### src/rtl/fe_pc_gen.sv
// Fetch PC generator: issues in-order aligned fetches, buffers returned blocks for decode, squashes wrong-path work on redirect.
// Optional misaligned-redirect fault enabled by defining FETCH_ALIGN_CHECK_EN.
module fe_pc_gen #(
  parameter logic [63:0] RESET_PC = 64'h0,
  parameter int          DEPTH    = 2
) (
  input  logic        clk,
  input  logic        rst,
  input  logic        do_jump,
  input  logic [63:0] jump_pc,
  output logic [63:0] imem_addr,
  output logic        imem_req,
  input  logic        imem_gnt,
  input  logic        imem_rvalid,
  input  logic [63:0] imem_data,
  output logic        fd_valid,
  input  logic        fd_ready,
  output logic [63:0] fd_pc,
  output logic [63:0] fd_data,
  output logic        fetch_fault
);

  localparam int PW = $clog2(DEPTH);
  localparam int CW = $clog2(DEPTH + 1);

  typedef struct packed {
    logic [63:0] pc;
    logic [63:0] data;
  } fb_entry_t;

  function automatic logic [PW-1:0] ptr_inc(input logic [PW-1:0] p);
    return (p == PW'(DEPTH - 1)) ? '0 : p + PW'(1);
  endfunction

  logic [63:0]   pc_q, pc_d, imem_addr_q, imem_addr_d, fd_pc_q, fd_pc_d, fd_data_q, fd_data_d;
  logic          imem_req_q, imem_req_d, fd_valid_q, fd_valid_d, fault_q, fault_d;
  logic [CW-1:0] occ_q, occ_d, inflight_q, inflight_d, discard_q, discard_d;
  logic [PW-1:0] rd_q, rd_d, wr_q, wr_d, pq_rd_q, pq_rd_d, pq_wr_q, pq_wr_d;
  fb_entry_t     fb_q [DEPTH];
  logic [63:0]   pq_q [DEPTH];

  logic          grant, rv_ok, pop, push, jump_bad;
  logic [63:0]   jump_tgt;
  logic [CW:0]   total_d;
  fb_entry_t     new_ent;

  always_comb begin
    jump_tgt = {jump_pc[63:3], 3'b000};
`ifdef FETCH_ALIGN_CHECK_EN
    jump_bad = (jump_pc[2:0] != 3'b000);
`else
    jump_bad = 1'b0;
`endif
    grant   = imem_req_q & imem_gnt;
    // a response with nothing outstanding is a protocol error and is ignored
    rv_ok   = imem_rvalid & (inflight_q != '0);
    pop     = fd_valid_q & fd_ready & ~do_jump;
    push    = rv_ok & ~do_jump & (discard_q == '0);
    new_ent = '{pc: pq_q[pq_rd_q], data: imem_data};

    inflight_d = inflight_q + CW'(grant) - CW'(rv_ok);
    pq_wr_d    = grant ? ptr_inc(pq_wr_q) : pq_wr_q;
    pq_rd_d    = rv_ok ? ptr_inc(pq_rd_q) : pq_rd_q;

    pc_d = pc_q;
    if (grant)   pc_d = pc_q + 64'd8;
    if (do_jump) pc_d = jump_tgt;
    fault_d = do_jump ? jump_bad : fault_q;

    // everything still outstanding after this cycle belongs to the old path
    discard_d = discard_q;
    if (do_jump)                       discard_d = inflight_d;
    else if (rv_ok && discard_q != '0) discard_d = discard_q - CW'(1);

    if (do_jump) begin
      occ_d = '0;
      rd_d  = '0;
      wr_d  = '0;
    end else begin
      occ_d = occ_q + CW'(push) - CW'(pop);
      rd_d  = pop  ? ptr_inc(rd_q) : rd_q;
      wr_d  = push ? ptr_inc(wr_q) : wr_q;
    end

    fd_valid_d = (occ_d != '0);
    fd_pc_d    = fd_pc_q;
    fd_data_d  = fd_data_q;
    if (fd_valid_d) begin
      // new block lands directly at the head when the buffer drains this cycle
      if (push && (wr_q == rd_d)) {fd_pc_d, fd_data_d} = new_ent;
      else                        {fd_pc_d, fd_data_d} = fb_q[rd_d];
    end

    total_d     = {1'b0, occ_d} + {1'b0, inflight_d};
    imem_req_d  = ~do_jump & ~fault_d & (total_d < (CW+1)'(DEPTH));
    imem_addr_d = pc_d;
  end

  always_ff @(posedge clk or posedge rst) begin
    if (rst) begin
      pc_q        <= RESET_PC;
      imem_addr_q <= RESET_PC;
      imem_req_q  <= 1'b0;
      fault_q     <= 1'b0;
      occ_q       <= '0;
      inflight_q  <= '0;
      discard_q   <= '0;
      rd_q        <= '0;
      wr_q        <= '0;
      pq_rd_q     <= '0;
      pq_wr_q     <= '0;
      fd_valid_q  <= 1'b0;
      fd_pc_q     <= '0;
      fd_data_q   <= '0;
    end else begin
      pc_q        <= pc_d;
      imem_addr_q <= imem_addr_d;
      imem_req_q  <= imem_req_d;
      fault_q     <= fault_d;
      occ_q       <= occ_d;
      inflight_q  <= inflight_d;
      discard_q   <= discard_d;
      rd_q        <= rd_d;
      wr_q        <= wr_d;
      pq_rd_q     <= pq_rd_d;
      pq_wr_q     <= pq_wr_d;
      fd_valid_q  <= fd_valid_d;
      fd_pc_q     <= fd_pc_d;
      fd_data_q   <= fd_data_d;
    end
  end

  // storage arrays are qualified by occupancy/inflight counters, so no reset needed
  always_ff @(posedge clk) begin
    if (push)  fb_q[wr_q]    <= new_ent;
    if (grant) pq_q[pq_wr_q] <= imem_addr_q;
  end

  assign imem_addr   = imem_addr_q;
  assign imem_req    = imem_req_q;
  assign fd_valid    = fd_valid_q;
  assign fd_pc       = fd_pc_q;
  assign fd_data     = fd_data_q;
  assign fetch_fault = fault_q;

endmodule

### config.mk
export PLATFORM = sky130hd
export DESIGN_NAME = fe_pc_gen
export DESIGN_NICKNAME = d
export VERILOG_FILES = /design/src/rtl/fe_pc_gen.sv
export SDC_FILE = /design/constraint.sdc
export NUM_CORES = 1
export LEC_CHECK = 0
export BUFFER_PORTS_ARGS = -buffer_cell sky130_fd_sc_hd__buf_2
export CORE_UTILIZATION = 45
export DETAILED_ROUTE_END_ITERATION = 10
export PLACE_DENSITY = 0.63
export SLEW_MARGIN = 0
export SYNTH_ARGS = -nofsm -noshare
export SYNTH_HDL_FRONTEND = slang
export SYNTH_SLANG_ARGS = --single-unit
### constraint.sdc
create_clock -name clk -period 8.25 [get_ports clk]
set_clock_uncertainty 0.15 [all_clocks]
set_input_delay 0.4125 -clock clk [delete_from_list [all_inputs] [get_ports clk]]
set_output_delay 0.4125 -clock clk [all_outputs]
set_load 0.01 [all_outputs]
# Yosys cells after proc, flatten, opt, wreduce, memory -nomap -nowiden
# Memory sizes are Yosys's and may differ from the RTL's. A register that Yosys moved wholly into a read port is not among the register bits.
# Index checks and enable logic that the tools add are counted.
[totals]
ram_bits = 384
regBits = 77
mem_count = 2
output_inout_bits = 195
[memory_table]
columns = ["name", "depth", "word_bits", "rd", "rd_clocked_by_memory_dff", "wr", "line", "source"]
rows = [
  ["fb_q", 2, 128, 1, 1, 1, "39", "fb_entry_t fb_q [DEPTH];"],
  ["pq_q", 2, 64, 1, 0, 1, "40", "logic [63:0] pq_q [DEPTH];"],
]
[classes]
magnitude_cmp = 1
reduce_logical = 8
n_bitwise = 10
mux = 18
addsub = 11
[ops]
columns = ["op", "count"]
rows = [
  ["2-to-1 mux 64 bit", 2],
  ["adder 64 x 4 -> 64 bit, second input constant", 1],
  ["2-to-1 mux 1 bit", 13],
  ["nonzero test 2 bit", 6],
  ["bitwise AND 1 bit", 8],
  ["2-to-1 mux 2 bit", 3],
  ["adder 1 bit, second input constant", 4],
  ["adder 2 x 1 -> 2 bit", 2],
  ["subtractor 2 x 1 -> 2 bit", 2],
  ["adder 2 x 2 -> 3 bit", 1],
  ["less-than comparator 3 x 2 -> 1 bit, second input constant", 1],
  ["zero test 2 bit", 1],
  ["inverter 1 bit", 2],
  ["subtractor 2 x 1 -> 2 bit, second input constant", 1],
  ["logical AND 1 bit", 1],
]

# Logic depth before layout (Yosys ltp)
[depth]
ltp_word = 10
mapped_depth = 17
ltp_nobuf = 14

# Worst setup path after synthesis
# No wires, ideal clock.
[synth_path]
path_kind = "register to register"
startpoint = "reg discard_q[0]"
endpoint = "mem fb_q[0][0] in the netlist's numbering (enable)"
n_path_buf = 0
synth_period_minus_slack_ns = 6.918
required_ns = 7.489
stages_incl_launch_ff = 7
setup_slack_ns = 1.332
arrival_time_ns = 6.157
cell_sequence = "dfrtp_1 -> inv_1 -> ha_1 -> o211ai_1 -> nor2_1 -> inv_1 -> nor2_1"
[synth_between]
elab_chain_cells = 4
[synth_rtl]
columns = ["element", "line", "source"]
rows = [
  ["start: declaration", "37", "logic [CW-1:0] occ_q, occ_d, inflight_q, inflight_d, discard_q, discard_d;"],
  ["start signal: assignment", "122", "discard_q <= discard_d;"],
  ["zero test 2 bit", "58", "push = rv_ok & ~do_jump & (discard_q == '0);"],
  ["bitwise AND 1 bit", "58", ""],
  ["2-to-1 mux 1 bit", "135", "if (push) fb_q[wr_q] <= new_ent;"],
  ["2-to-1 mux 1 bit (implied by the code)", "135", ""],
  ["end: declaration", "39", ""],
]
# No other way between the ends.

==> insert_results.sql <==
INSERT INTO impl_metrics (metric_group, metric, value, unit) VALUES
('placement', 'buffer_ports.inserted', '319', ''),
('critical_path', 'path_type_of_the_worst_setup_path', 'register to register', ''),
('timing', 'final-hold-violation-count', '0', ''),
('floorplan', 'core_region_area', '0.0513', 'sq mm'),
('clock_network', 'worstSkewPairLatency', '0.62', 'ns'),
('clock_network', 'cts_buffers', '58', ''),
('clock_network', 'cts_htree_levels', '2', ''),
('global_route', 'grt_max_degree', '172', ''),
('global_route', 'grt.total_usage', '21.9', '%'),
('route', 'drt-initial-drc-count', '822', ''),
('floorplan', 'floorplan.rows', '83', ''),
('layout', 'post_route_utilization', '56.2', '%'),
('critical_path', 'worst_path_max_delay_cell', 'sky130_fd_sc_hd__or4b_2', ''),
('pwr', 'power.combinational.fraction', '22.9', '%'),
('layout', 'finalInstanceArea', '0.0288', 'sq mm'),
('critical_path', 'reg2reg_setup_slack', '4.34', 'ns'),
('placement', 'placed_cells', '2551', ''),
('critical_path', 'critPathArrivalTime', '4.28', 'ns'),
('clock_network', 'cts_root_buffer', 'sky130_fd_sc_hd__clkbuf_16', ''),
('floorplan', 'fp.dieArea', '0.0528', 'sq mm'),
('flow_run', 'drv.max_cap_violation_count', '0', ''),
('layout', 'mostFrequentLayoutCells', 'sky130_fd_sc_hd__edfxtp_1 (372), sky130_fd_sc_hd__buf_2 (319), sky130_fd_sc_hd__dfrtp_1 (198)', ''),
('critical_path', 'critPathLaunchType', 'register', ''),
('layout', 'layout_commonest_cell', 'sky130_fd_sc_hd__edfxtp_1', ''),
('pwr', 'power_per_cell_area', '293', 'mW/mm^2'),
('timing', 'timing.final.crit_period', '3.91', 'ns'),
('floorplan', 'top_level_ports', '329', ''),
('layout', 'area_growth', '23.5', '%'),
('critical_path', 'endpoint_kind', 'register', ''),
('pwr', 'peakVddDrop', '0.000171', 'V'),
('clock_network', 'cts.clk_slew.worst_paths', '0.06', 'ns'),
('timing', 'fmax', '0.256', 'GHz'),
('floorplan', 'chipWidth', '230', 'um'),
('global_route', 'grt_overflow', '0', ''),
('route', 'via_per_instance_ratio', '5.31', ''),
('logic_synthesis', 'synthesis.yosys.warnings', '0', ''),
('global_route', 'grt_pass1_wl', '88400', 'um'),
('critical_path', 'path_delay_family', 'simple AND/OR/NAND/NOR gates', ''),
('clock_network', 'cts_hold_buf', '126', ''),
('route', 'num_vias', '14800', ''),
('clock_network', 'cts_resized', '0', ''),
('placement', 'area_after_dpl', '0.0257', 'sq mm'),
('logic_synthesis', 'synth_top_cell_by_area', 'sky130_fd_sc_hd__edfxtp_1', ''),
('critical_path', 'worstPathMaxFanout', '13', ''),
('clock_network', 'tritoncts', 'built', ''),
('route', 'route.detailed.drc', '0', ''),
('critical_path', 'worstPathCellList', 'ha_1 > nand4_1 > nor3_1 > nand4_1 > or4b_2 > a31oi_1', ''),
('critical_path', 'critical_path.n_buffers_inverters', '0', ''),
('pwr', 'clock_power_share', '30.9', '%'),
('logic_synthesis', 'post_synth_instance_area', '0.0233', 'sq mm'),
('timing', 'final-max-slew-violation-count', '0', ''),
('timing', 'setup_viol', '0', ''),
('global_route', 'grt_pass1_vias', '15200', ''),
('layout', 'share_of_post_route_cells_with_drive_strength_above_1', '30.0', '%'),
('route', 'post_drt_wl_per_cell', '20.7', 'um'),
('logic_synthesis', 'ys.flop_type', 'sky130_fd_sc_hd__edfxtp_1', ''),
('outcome', 'status', 'finished, final reports clean', ''),
('logic_synthesis', 'syn_avg_cell_area', '14.4', 'sq um'),
('layout', 'nNetsFinal', '2198', ''),
('floorplan', 'start_util', '45.5', '%'),
('pwr', 'power_switching_share', '29.5', '%'),
('logic_synthesis', 'synth_top_area_share', '47.9', '%'),
('pwr', 'cell_internal_pwr', '5.94', 'mW'),
('critical_path', 'crit_path_max_incr_delay', '0.86', 'ns'),
('critical_path', 'critPathMostFrequentCell', 'sky130_fd_sc_hd__nand4_1', ''),
('pwr', 'seqPwrFrac', '46.2', '%'),
('clock_network', 'clkSinkCount', '571', ''),
('pwr', 'cellLeakagePower', '11.9', 'nW'),
('route', 'routed_wl', '57700', 'um'),
('timing', 'final.setup.tns', '0', 'ns'),
('worst_hold_path', 'hold_class', 'input port to register', '');
[cell usage after synthesis (2+ instances only)]
cell type	number
sky130_fd_sc_hd__nor4_1	2
sky130_fd_sc_hd__and3_1	7
sky130_fd_sc_hd__buf_2	17
sky130_fd_sc_hd__o211ai_1	3
sky130_fd_sc_hd__xnor3_1	2
sky130_fd_sc_hd__nor2b_1	3
sky130_fd_sc_hd__o31ai_1	11
sky130_fd_sc_hd__or4_1	14
sky130_fd_sc_hd__nand4_1	27
sky130_fd_sc_hd__edfxtp_1	372
sky130_fd_sc_hd__mux2_2	186
sky130_fd_sc_hd__a21oi_1	2
sky130_fd_sc_hd__nand4b_1	4
sky130_fd_sc_hd__and2_1	6
sky130_fd_sc_hd__clkbuf_1	56
sky130_fd_sc_hd__and4_1	4
sky130_fd_sc_hd__nand2_1	187
sky130_fd_sc_hd__or3_1	12
sky130_fd_sc_hd__nor3_1	9
sky130_fd_sc_hd__a31oi_1	27
sky130_fd_sc_hd__nor2_1	43
sky130_fd_sc_hd__buf_4	6
sky130_fd_sc_hd__nand3_1	27
sky130_fd_sc_hd__o21ai_0	170
sky130_fd_sc_hd__o41ai_1	2
sky130_fd_sc_hd__xor2_1	21
sky130_fd_sc_hd__ha_1	6
sky130_fd_sc_hd__nor4_4	2
sky130_fd_sc_hd__a31o_2	3
sky130_fd_sc_hd__inv_1	21
sky130_fd_sc_hd__xnor2_1	15
sky130_fd_sc_hd__dfrtp_1	199
sky130_fd_sc_hd__or2_2	3
sky130_fd_sc_hd__buf_1	7
sky130_fd_sc_hd__mux2i_1	126
[tightest hold or removal path, stage by stage]
cell	delay [ns]
sky130_fd_sc_hd__buf_2	0.10
sky130_fd_sc_hd__o211ai_1	0.12
sky130_fd_sc_hd__xor2_1	0.08
sky130_fd_sc_hd__nor2_1	0.08
[kinds of logic (layout without fill, tap and decap cells)]
kind of cell             after synthesis  count (layout)  share of synthesized area (%)
other                                  1               8                         0.0161
multiplexers                         312             312                           14.4
AO/OA/AOI/OAI                        221             221                           5.18
buffers and inverters                107             593                           1.91
flip-flops                           571             571                           69.2
adder cells (fa/ha/maj)                7               7                          0.408
AND/OR/NAND/NOR                      358             358                           7.34
XOR/XNOR                              38              38                           1.54
[stage by stage]
step	setup WS (ns)	total power, mW	hold WS [ns]
after floorplan	1.33	5.10	0.311
after global placement	4.13	5.79	0.303
after detailed placement	4.00	5.85	0.305
after CTS	4.30	8.53	0.0330
after global routing	4.07	8.86	0.0801
final	4.34	8.43	0.0697
[power groups by stage]
stage / Combinational (mW) / Clock (mW) / Sequential [mW]
final: 1.93 / 2.61 / 3.90
after global routing: 2.13 / 2.78 / 3.95
after CTS: 1.95 / 2.68 / 3.90
after detailed placement: 1.90 / 0 / 3.96
after global placement: 1.86 / 0 / 3.93
after floorplan: 1.05 / 0 / 4.04
[metal layers]
layer	share of wire, %	up-vias	GRT usage [%]
met4	2.2	2	5.79
met2	49	424	37.2
li1	-	6870	-
met1	43	7439	28.6
met3	5.5	80	4.22
met5	0.029	-	0
[state kept, by name, indices dropped and copies added (netlist names)]
| signal | flops |
|---|---|
| fb_q | 250 |
| pq_q | 122 |
| fd_data | 64 |
| fd_pc | 61 |
| imem_addr | 61 |
| discard_q | 2 |
| inflight_q | 2 |
| occ_q | 2 |
| fd_valid | 1 |
| fetch_fault | 1 |
| imem_req | 1 |
| pq_rd_q | 1 |
| pq_wr_q | 1 |
| rd_q | 1 |
| wr_q | 1 |
[final timing paths]
check	to	from	depth (start not counted)
min	wr_q	imem_rvalid	4
max	imem_addr[43]	imem_addr[3]	6
min reg2reg	imem_req	fetch_fault	1
min in group asynchronous	fd_data[29]	rst	3
max in group asynchronous	fd_pc[39]	rst	4
max reg2reg	imem_addr[43]	imem_addr[3]	6
[final cells by class]
class	count	area [sq um]
fillers	4135	22500
diodes	2	5.00
repair buffers	463	3020
inverters	21	86.3
flip-flops and latches	571	16200
clock inverters	29	274
clock buffers	80	1620
multi-input cells	942	6810
well taps	680	851
No activity file was read; power rests on OpenSTA's default activity.
